`config.mk`:
```
export PLATFORM = sky130hd
export DESIGN_NAME = hazard_controller
export DESIGN_NICKNAME = d
export VERILOG_FILES = /design/src/rtl/hazard_controller.sv
export SDC_FILE = /design/constraint.sdc
export NUM_CORES = 1
export LEC_CHECK = 0
export ABC_CLOCK_PERIOD_IN_PS = 3900
export BUFFER_PORTS_ARGS = -buffer_cell sky130_fd_sc_hd__buf_2
export CORE_MARGIN = 1
export CORE_UTILIZATION = 48
export DETAILED_ROUTE_END_ITERATION = 7
export PLACE_DENSITY = 0.81
export SLEW_MARGIN = 40
export SYNTH_ARGS = -nofsm -noshare
export SYNTH_HDL_FRONTEND = slang
export SYNTH_SLANG_ARGS = --single-unit
```
`constraint.sdc`:
```
create_clock -name clk -period 3.9 [get_ports clk]
set_input_delay 0.195 -clock clk [delete_from_list [all_inputs] [get_ports clk]]
set_output_delay 0.195 -clock clk [all_outputs]
set_load 0.05 [all_outputs]
```
`src/rtl/hazard_controller.sv`:
```
// Pipeline hazard controller: load-use stall, branch redirect flush and
// data-memory wait handling with a timeout and a stall-cycle counter.
module hazard_controller #(
  parameter int MEM_TIMEOUT = 16
) (
  input  logic        clk,
  input  logic        rst_n,
  input  logic        IDEXMemRead,
  input  logic [4:0]  IDEXRd,
  input  logic [4:0]  IFIDRn,
  input  logic [4:0]  IFIDRm,
  input  logic        BranchTaken,
  input  logic        DMemReq,
  input  logic        DMemReady,
  output logic        PCWrite,
  output logic        IFIDWrite,
  output logic        IDEXBubble,
  output logic        PipeEn,
  output logic        IFIDFlush,
  output logic        IDEXFlush,
  output logic        EXMEMFlush,
  output logic        MemErr,
  output logic [15:0] StallCycles
);

  localparam logic [1:0] RUN      = 2'd0;
  localparam logic [1:0] MEMWAIT  = 2'd1;
  localparam logic [1:0] REDIRECT = 2'd2;

  localparam logic [7:0] TIMEOUT = 8'(MEM_TIMEOUT);

  logic [1:0]  state;
  logic [1:0]  stateNext;
  logic        pendRedirect;
  logic [7:0]  waitCnt;
  logic        memErrQ;
  logic [15:0] stallCnt;

  logic        loadUse;
  logic        memTimeout;
  logic        pcWriteInt;
  logic        ifidWriteInt;
  logic        bubbleInt;
  logic        pipeEnInt;
  logic        flushInt;

  // XZR (register 31) is never a real producer, so it cannot create a hazard.
  assign loadUse = IDEXMemRead && (IDEXRd != 5'd31) &&
                   ((IDEXRd == IFIDRn) || (IDEXRd == IFIDRm));

  assign memTimeout = (state == MEMWAIT) && !DMemReady && (waitCnt == TIMEOUT);

  // Next-state and control decode; priority is mem wait, then branch, then load-use.
  always_comb begin
    stateNext    = state;
    pcWriteInt   = 1'b0;
    ifidWriteInt = 1'b0;
    bubbleInt    = 1'b0;
    pipeEnInt    = 1'b0;
    flushInt     = 1'b0;
    case (state)
      RUN: begin
        if (DMemReq && !DMemReady) begin
          stateNext = MEMWAIT;
        end else if (BranchTaken) begin
          pcWriteInt   = 1'b1;
          ifidWriteInt = 1'b1;
          pipeEnInt    = 1'b1;
          flushInt     = 1'b1;
        end else if (loadUse) begin
          bubbleInt = 1'b1;
          pipeEnInt = 1'b1;
        end else begin
          pcWriteInt   = 1'b1;
          ifidWriteInt = 1'b1;
          pipeEnInt    = 1'b1;
        end
      end
      MEMWAIT: begin
        // A branch seen in the completing cycle still counts as pending.
        if (DMemReady || memTimeout)
          stateNext = (pendRedirect || BranchTaken) ? REDIRECT : RUN;
      end
      REDIRECT: begin
        pcWriteInt   = 1'b1;
        ifidWriteInt = 1'b1;
        pipeEnInt    = 1'b1;
        flushInt     = 1'b1;
        stateNext    = RUN;
      end
      default: stateNext = RUN;
    endcase
  end

  // Controls are forced low for as long as reset is held.
  always_comb begin
    PCWrite    = pcWriteInt & rst_n;
    IFIDWrite  = ifidWriteInt & rst_n;
    IDEXBubble = bubbleInt & rst_n;
    PipeEn     = pipeEnInt & rst_n;
    IFIDFlush  = flushInt & rst_n;
    IDEXFlush  = flushInt & rst_n;
    EXMEMFlush = flushInt & rst_n;
  end

  // State register.
  always_ff @(posedge clk or negedge rst_n) begin
    if (!rst_n) state <= RUN;
    else        state <= stateNext;
  end

  // Wait counter: loaded with 1 on entering MEMWAIT, cleared on every return to RUN.
  always_ff @(posedge clk or negedge rst_n) begin
    if (!rst_n)
      waitCnt <= 8'd0;
    else if (state == RUN && stateNext == MEMWAIT)
      waitCnt <= 8'd1;
    else if (state == MEMWAIT && stateNext == MEMWAIT)
      waitCnt <= waitCnt + 8'd1;
    else if (stateNext == RUN)
      waitCnt <= 8'd0;
  end

  // Pending redirect: captured during MEMWAIT, consumed by the REDIRECT cycle.
  always_ff @(posedge clk or negedge rst_n) begin
    if (!rst_n)
      pendRedirect <= 1'b0;
    else if (state == REDIRECT)
      pendRedirect <= 1'b0;
    else if (state == MEMWAIT && BranchTaken)
      pendRedirect <= 1'b1;
  end

  // Sticky memory timeout flag.
  always_ff @(posedge clk or negedge rst_n) begin
    if (!rst_n)          memErrQ <= 1'b0;
    else if (memTimeout) memErrQ <= 1'b1;
  end

  // Saturating count of cycles with the PC held.
  always_ff @(posedge clk or negedge rst_n) begin
    if (!rst_n)
      stallCnt <= 16'd0;
    else if (!pcWriteInt && stallCnt != 16'hFFFF)
      stallCnt <= stallCnt + 16'd1;
  end

  assign MemErr      = memErrQ;
  assign StallCycles = stallCnt;

endmodule

```
==> results.ini, run 1 <==
[placement]
io_buffers=44
dpl.cell_count=245
dp_hpwl_um=2342
place_congestion=0.7677

[floorplan]
dieArea_um2=3634
rows=20
core_area_um2=3128
die_y_um=60.28
initial_core_util_pct=52.12
die_x_um=60.28
io_pins=45

[cells_and_area]
drive_above_1_share_pct=27.80
num-nets-final=231
stdcell_count=249
diodes=0
syn2layout_area_growth_pct=16.19

[critical_path]
arrival_ps=2090
path_cells=dlygate4sd3_1, buf_2, nand2_1, nor4b_1, buf_2
path_buf_inv=3
slowest_stage=dlygate4sd3_1
reg2reg_slack_ps=1740
cp-end-kind=output pin
crit_family=buffers and inverters
critPathKind=input pin to output pin
worstPathRequired_ps=3700
critPathMaxStageDelay_ps=510
critical_path.max_fanout=29
worst_setup_path_start_kind=input pin
worst_path_most_repeated_cell=buf_2

[clocking]
htreeDepth=1
clock_sinks=28
cts_root_buf=clkbuf_4
post_cts_buffers=0
cts_tree=yes
cts_buffer_depth=2
cts_resized=0
cts_buffers=3
clkTransAtPathRegs_ps=140
clk_latency_ps=320

[power_and_ir_drop]
seq_power_share_pct=40.0
peakVddDrop_v=0.0005300
p_sw_mw=0.6378
p_comb_share_pct=50.5
swShare_pct=52.76
p_int_mw=0.5712
pwr-share-clk_pct=9.4
power.density_nw_per_um2=638.2
leakage_nw=0.8050

[synthesis]
synth_most_common_cell=dfrtp_1
yosysTopAreaCell=dfrtp_1
syn_nets=187
yosysUniqueCellTypes=40
netlist_area_um2=1630
yosysSeqAreaShare_pct=42.98
ys_seq_elements=28
yosysWarnings=0
netlist.area_leader.share_pct=42.98
synthArstFlopShare_pct=100.0
synth_area_per_cell_um2=10.00
synth.area.top_cells=dfrtp_1, xor2_1, xnor2_1
synth_flop_cell=dfrtp_1
synthTopCellsByCount=dfrtp_1, nor2_1, xor2_1
syn_inst=163
synth-edff-count=0

[timing]
setup_viol=0
fin_crit_sh_pct=58.48
fin_tns_setup_ps=0
finalCriticalPeriod_ps=2281
slew_headroom_pct=58.62
rsz0062_at_grt=no
fmax_ghz=0.4384
hold_viol_final=0
tightest_slew_ps=620.7
timing.final.max_slew_violations=0
skew_ps=8.197

[detailed_routing]
drt_pass1_iterations=4
wire_per_inst_um=12.50
drtIter0Drc=74
wl_um=3113
vias_per_cell=5.245
drcViolationCount=0
routed-via-count=1306
ant_nets=0

[global_route]
antenna_found_initial=0
grt_max_degree=30
grt_util_all_layers_pct=18.63
first_global_vias=1207
gr-total-overflow=0
grt_pass1_wl_um=5168

[job]
maxCapViolations=0

[status]
outcome=completed

[min_path]
worstHoldPathType=input pin to register

worst min-delay path, cell delays in order:
cell and delay (ps):
buf_2 110, a21oi_1 70, o2bb2ai_1 130
per-layer routing:
| metal | GRT usage [%] | up-vias | part of all wire, % |
|---|---|---|---|
| li1 | - | 657 | - |
| met3 | 3.247 | 2 | 3.1 |
| met2 | 32.65 | 26 | 49 |
| met4 | 3.987 | 0 | 0.32 |
| met1 | 23.77 | 621 | 48 |
| met5 | 0 | - | 0 |
stage by stage:
| step | area [um2] | util [%] | power (mW) | setup slack (ps) | hold slack, ps |
|---|---|---|---|---|---|
| after floorplan | 1630 | - | 0.9590 | 1255 | -100.6 |
| after CTS | 1894 | 60.56 | 1.223 | 1581 | 196.1 |
| after detailed placement | 1862 | 59.52 | 1.103 | 1723 | 256.9 |
| final | 1894 | 60.56 | 1.209 | 1619 | 207.0 |
| after global placement | 1862 | 59.52 | 1.088 | 1806 | 240.9 |
| after global routing | 1894 | 60.56 | 1.281 | 1353 | 212.9 |
final cells by class:
class / instances / area, um2
clock buffer: 3 / 22.52
fill: 280 / 1234
inverter: 5 / 18.77
multi-input combinational: 124 / 867.1
sequential: 28 / 700.7
tap: 44 / 55.05
timing repair buffer: 45 / 230.2
power groups by stage:
stage	Combinational [mW]	Sequential [mW]	Clock [mW]
5_1_grt	0.654	0.497	0.130
3_3_place_gp	0.604	0.484	0
3_5_place_dp	0.613	0.490	0
6_report	0.611	0.484	0.114
2_1_floorplan	0.251	0.708	0
4_1_cts	0.616	0.484	0.122
cell usage in the layout, fill, tap and decap left out:
cell,Yosys,routed
buf_2,2,44
dfrtp_1,28,28
nor2_1,15,15
xor2_1,13,13
o21ai_0,12,12
nand2_1,12,12
xnor2_1,12,12
nand3_1,8,8
nand2b_1,6,6
nand4_1,6,6
inv_1,4,4
nor3_1,4,4
a21oi_1,4,4
nor3_2,3,3
ha_1,3,3
clkbuf_4,0,3
nor4_1,2,2
nor4_4,2,2
and3_1,2,2
a31oi_1,2,2
clkinv_1,1,1
nand4bb_1,1,1
o22ai_1,1,1
nand3b_1,1,1
nor4b_1,1,1
nand4_4,1,1
nand4_2,1,1
nor4b_2,1,1
a21oi_4,1,1
or3_1,1,1
nor3b_1,1,1
mux2_1,1,1
o41ai_1,1,1
nor2b_1,1,1
o31ai_1,1,1
o221ai_1,1,1
nor4_2,1,1
o2bb2ai_1,1,1
a21o_1,1,1
dlygate4sd3_1,0,1
flip-flops by register name, summed over array words and instances (netlist names):
register and cells:
StallCycles 16, waitCnt 8, MemErr 1, pendRedirect 1, state 2
worst paths after layout:
path	startpoint	end	cells past startpoint
worst min-delay path	BranchTaken	pendRedirect$_DFFE_PN0P_	3
worst max register to register	StallCycles[0]$_DFFE_PN0P_	StallCycles[1]$_DFFE_PN0P_	6
min in group asynchronous	rst_n	MemErr$_DFFE_PN0P_	2
worst min register to register	MemErr$_DFFE_PN0P_	MemErr$_DFFE_PN0P_	1
max in group asynchronous	rst_n	StallCycles[15]$_DFFE_PN0P_	2
worst max-delay path	rst_n	IDEXBubble	5
cell families (layout without fill, tap and decap cells):
kind of cell / after synthesis / in the layout / share of synthesized area (%)
simple gates: 70 / 70 / 27.17
flops: 28 / 28 / 42.98
compound gates: 25 / 25 / 9.594
xor+xnor: 25 / 25 / 13.43
buf+inv: 11 / 53 / 3.837
fa+ha+maj: 3 / 3 / 2.303
mux: 1 / 1 / 0.6907
timing repair:
item                                    CTS  global route
endpoints found under the hold margin    28             0
hold buffers                              1             0
endpoints found under the setup margin    0             0
Power figures use the tool's default switching activity.
==> inputs of run 2 (changes only) <==
- ABC_CLOCK_PERIOD_IN_PS: 3900 -> 1850
- CORE_UTILIZATION: 48 -> 47
- PLACE_DENSITY: 0.81 -> 0.83
- clock period: 3.9 -> 1.85 ns (I/O delays scaled with it)
==> results.ini, run 2 (synthesis results as in run 1) <==
[timing]
fin_tns_setup_ps=0
setup_viol=0
finalCriticalPeriod_ps=1848
tightest_slew_ps=357.2
skew_ps=10.88
whs_ps=103.3
slew_headroom_pct=76.19
hold_viol_final=0
fin_crit_sh_pct=99.88
rsz0062_at_grt=yes
timing.final.max_slew_violations=0
fmax_ghz=0.5412

[global_route]
first_global_vias=1425
grt_util_all_layers_pct=22.77
grt_pass1_wl_um=6292
gr-total-overflow=0
grt_max_degree=29
antenna_found_initial=0

[critical_path]
critPathKind=register to register
r2r_start=StallCycles[1]$_DFFE_PN0P_
r2r_end=StallCycles[1]$_DFFE_PN0P_
critical_path.max_fanout=7
critPathLaunch=StallCycles[1]$_DFFE_PN0P_
ff2ff_path_depth=7
worstPathRequired_ps=2090
arrival_ps=2090
reg2reg_slack_ps=2
critPathCapture=StallCycles[1]$_DFFE_PN0P_
worst_setup_path_start_kind=register
cp-end-kind=register

[floorplan]
dieArea_um2=3708
io_pins=45
initial_core_util_pct=48.86
die_x_um=60.90
rows=21
die_y_um=60.90
core_area_um2=3337

[placement]
io_buffers=44
dpl.cell_count=268
dp_hpwl_um=2799
place_area_um2=2077
place_congestion=0.7939

[cells_and_area]
stdcell_count=281
multiInputGateArea_um2=965.9
final_common_cell=buf_2
diodes=0
syn2layout_area_growth_pct=39.06
num-nets-final=260
final_cell_area_um2=2267
drive_above_1_share_pct=48.94
seq_area_um2=719.4
largest_register_ffs=16
layout_common_cells=buf_2, buf_4, dfrtp_2
n_fill_cell=276

[clocking]
cts_buffer_depth=2
cts_root_buf=clkbuf_4
cts_buffers=3
clock_sinks=28
htreeDepth=1
cts_tree=yes
clk_latency_ps=350
clkTransAtPathRegs_ps=160

[power_and_ir_drop]
p_total_mw=3.043
p_comb_share_pct=56.0
p_int_mw=1.512
p_sw_mw=1.531
seq_power_share_pct=33.6
leakage_nw=0.9759
pwr-share-clk_pct=10.3
swShare_pct=50.32
power.density_nw_per_um2=1342
peakVddDrop_v=0.001191

[min_path]
worstHoldPathType=input pin to register

[detailed_routing]
routed-via-count=1496
drtIter0Drc=50
ant_nets=0
wire_per_inst_um=13.61
wl_um=3824
drt_pass1_iterations=4
vias_per_cell=5.324
drcViolationCount=0

[job]
maxCapViolations=0

[status]
outcome=completed

## run 2: area by class of cell
cell class                 instances  area share [%]
clock buffer                       4           1.600
inverter                           5          0.8278
multi-input combinational        124           42.60
sequential                        28           31.73
tap                               46           2.539
timing repair buffer              74           20.70
## run 2: routing by layer
layer  vias to the layer above  routed length (um)  part of all wire (%)  global-route usage, %
li1                        717                   -                     -                      -
met1                       739                1600                    42                  26.24
met2                        34                2039                    53                  43.01
met3                         6                 124                   3.2                  3.838
met4                         0                  58                   1.5                  6.494
met5                         -                   0                     0                      0
## run 2: timing repair
item                                   4_1_cts  5_1_grt
pin swaps                                    5        6
setup buffers                                5        3
endpoints found under the hold margin       28        0
hold buffers                                 1        0
setup endpoints to repair                    6       28
gates resized for setup                      5       13
## run 2: stage by stage
| step | utilization, % | setup WS (ps) |
|---|---|---|
| global placement | 62.24 | 47.37 |
| CTS | 65.65 | -54.32 |
| global route | 67.94 | -92.13 |
| floorplan | - | -127.9 |
| finish | 67.94 | 2.274 |
| detailed placement | 62.24 | -86.62 |
## run 2: how the worst min path moves through the flow
stage	startpoint	to	slack [ps]	cells past startpoint
2_1_floorplan	rst_n	MemErr$_DFFE_PN0P_	-200	0
3_3_place_gp	rst_n	MemErr$_DFFE_PN0P_	130	2
3_5_place_dp	rst_n	pendRedirect$_DFFE_PN0P_	140	2
4_1_cts	BranchTaken	pendRedirect$_DFFE_PN0P_	90	3
5_1_grt	BranchTaken	pendRedirect$_DFFE_PN0P_	100	3
6_report	BranchTaken	pendRedirect$_DFFE_PN0P_	100	3
## run 2: worst max-delay path: stages, from the launching register on
cell     delay, ps
dfrtp_2        420
ha_4           150
nand4_4        120
nor4_4         340
nor4b_4         90
a21oi_4        170
buf_6          160
mux2_4         300
## run 2: power groups by stage
| stage | registers, mW | clock network [mW] | logic, mW |
|---|---|---|---|
| 2_1_floorplan | 1.54 | 0 | 0.556 |
| 3_3_place_gp | 1.03 | 0 | 1.47 |
| 3_5_place_dp | 1.04 | 0 | 1.51 |
| 4_1_cts | 1.02 | 0.319 | 1.62 |
| 5_1_grt | 1.05 | 0.341 | 1.82 |
| 6_report | 1.02 | 0.314 | 1.70 |
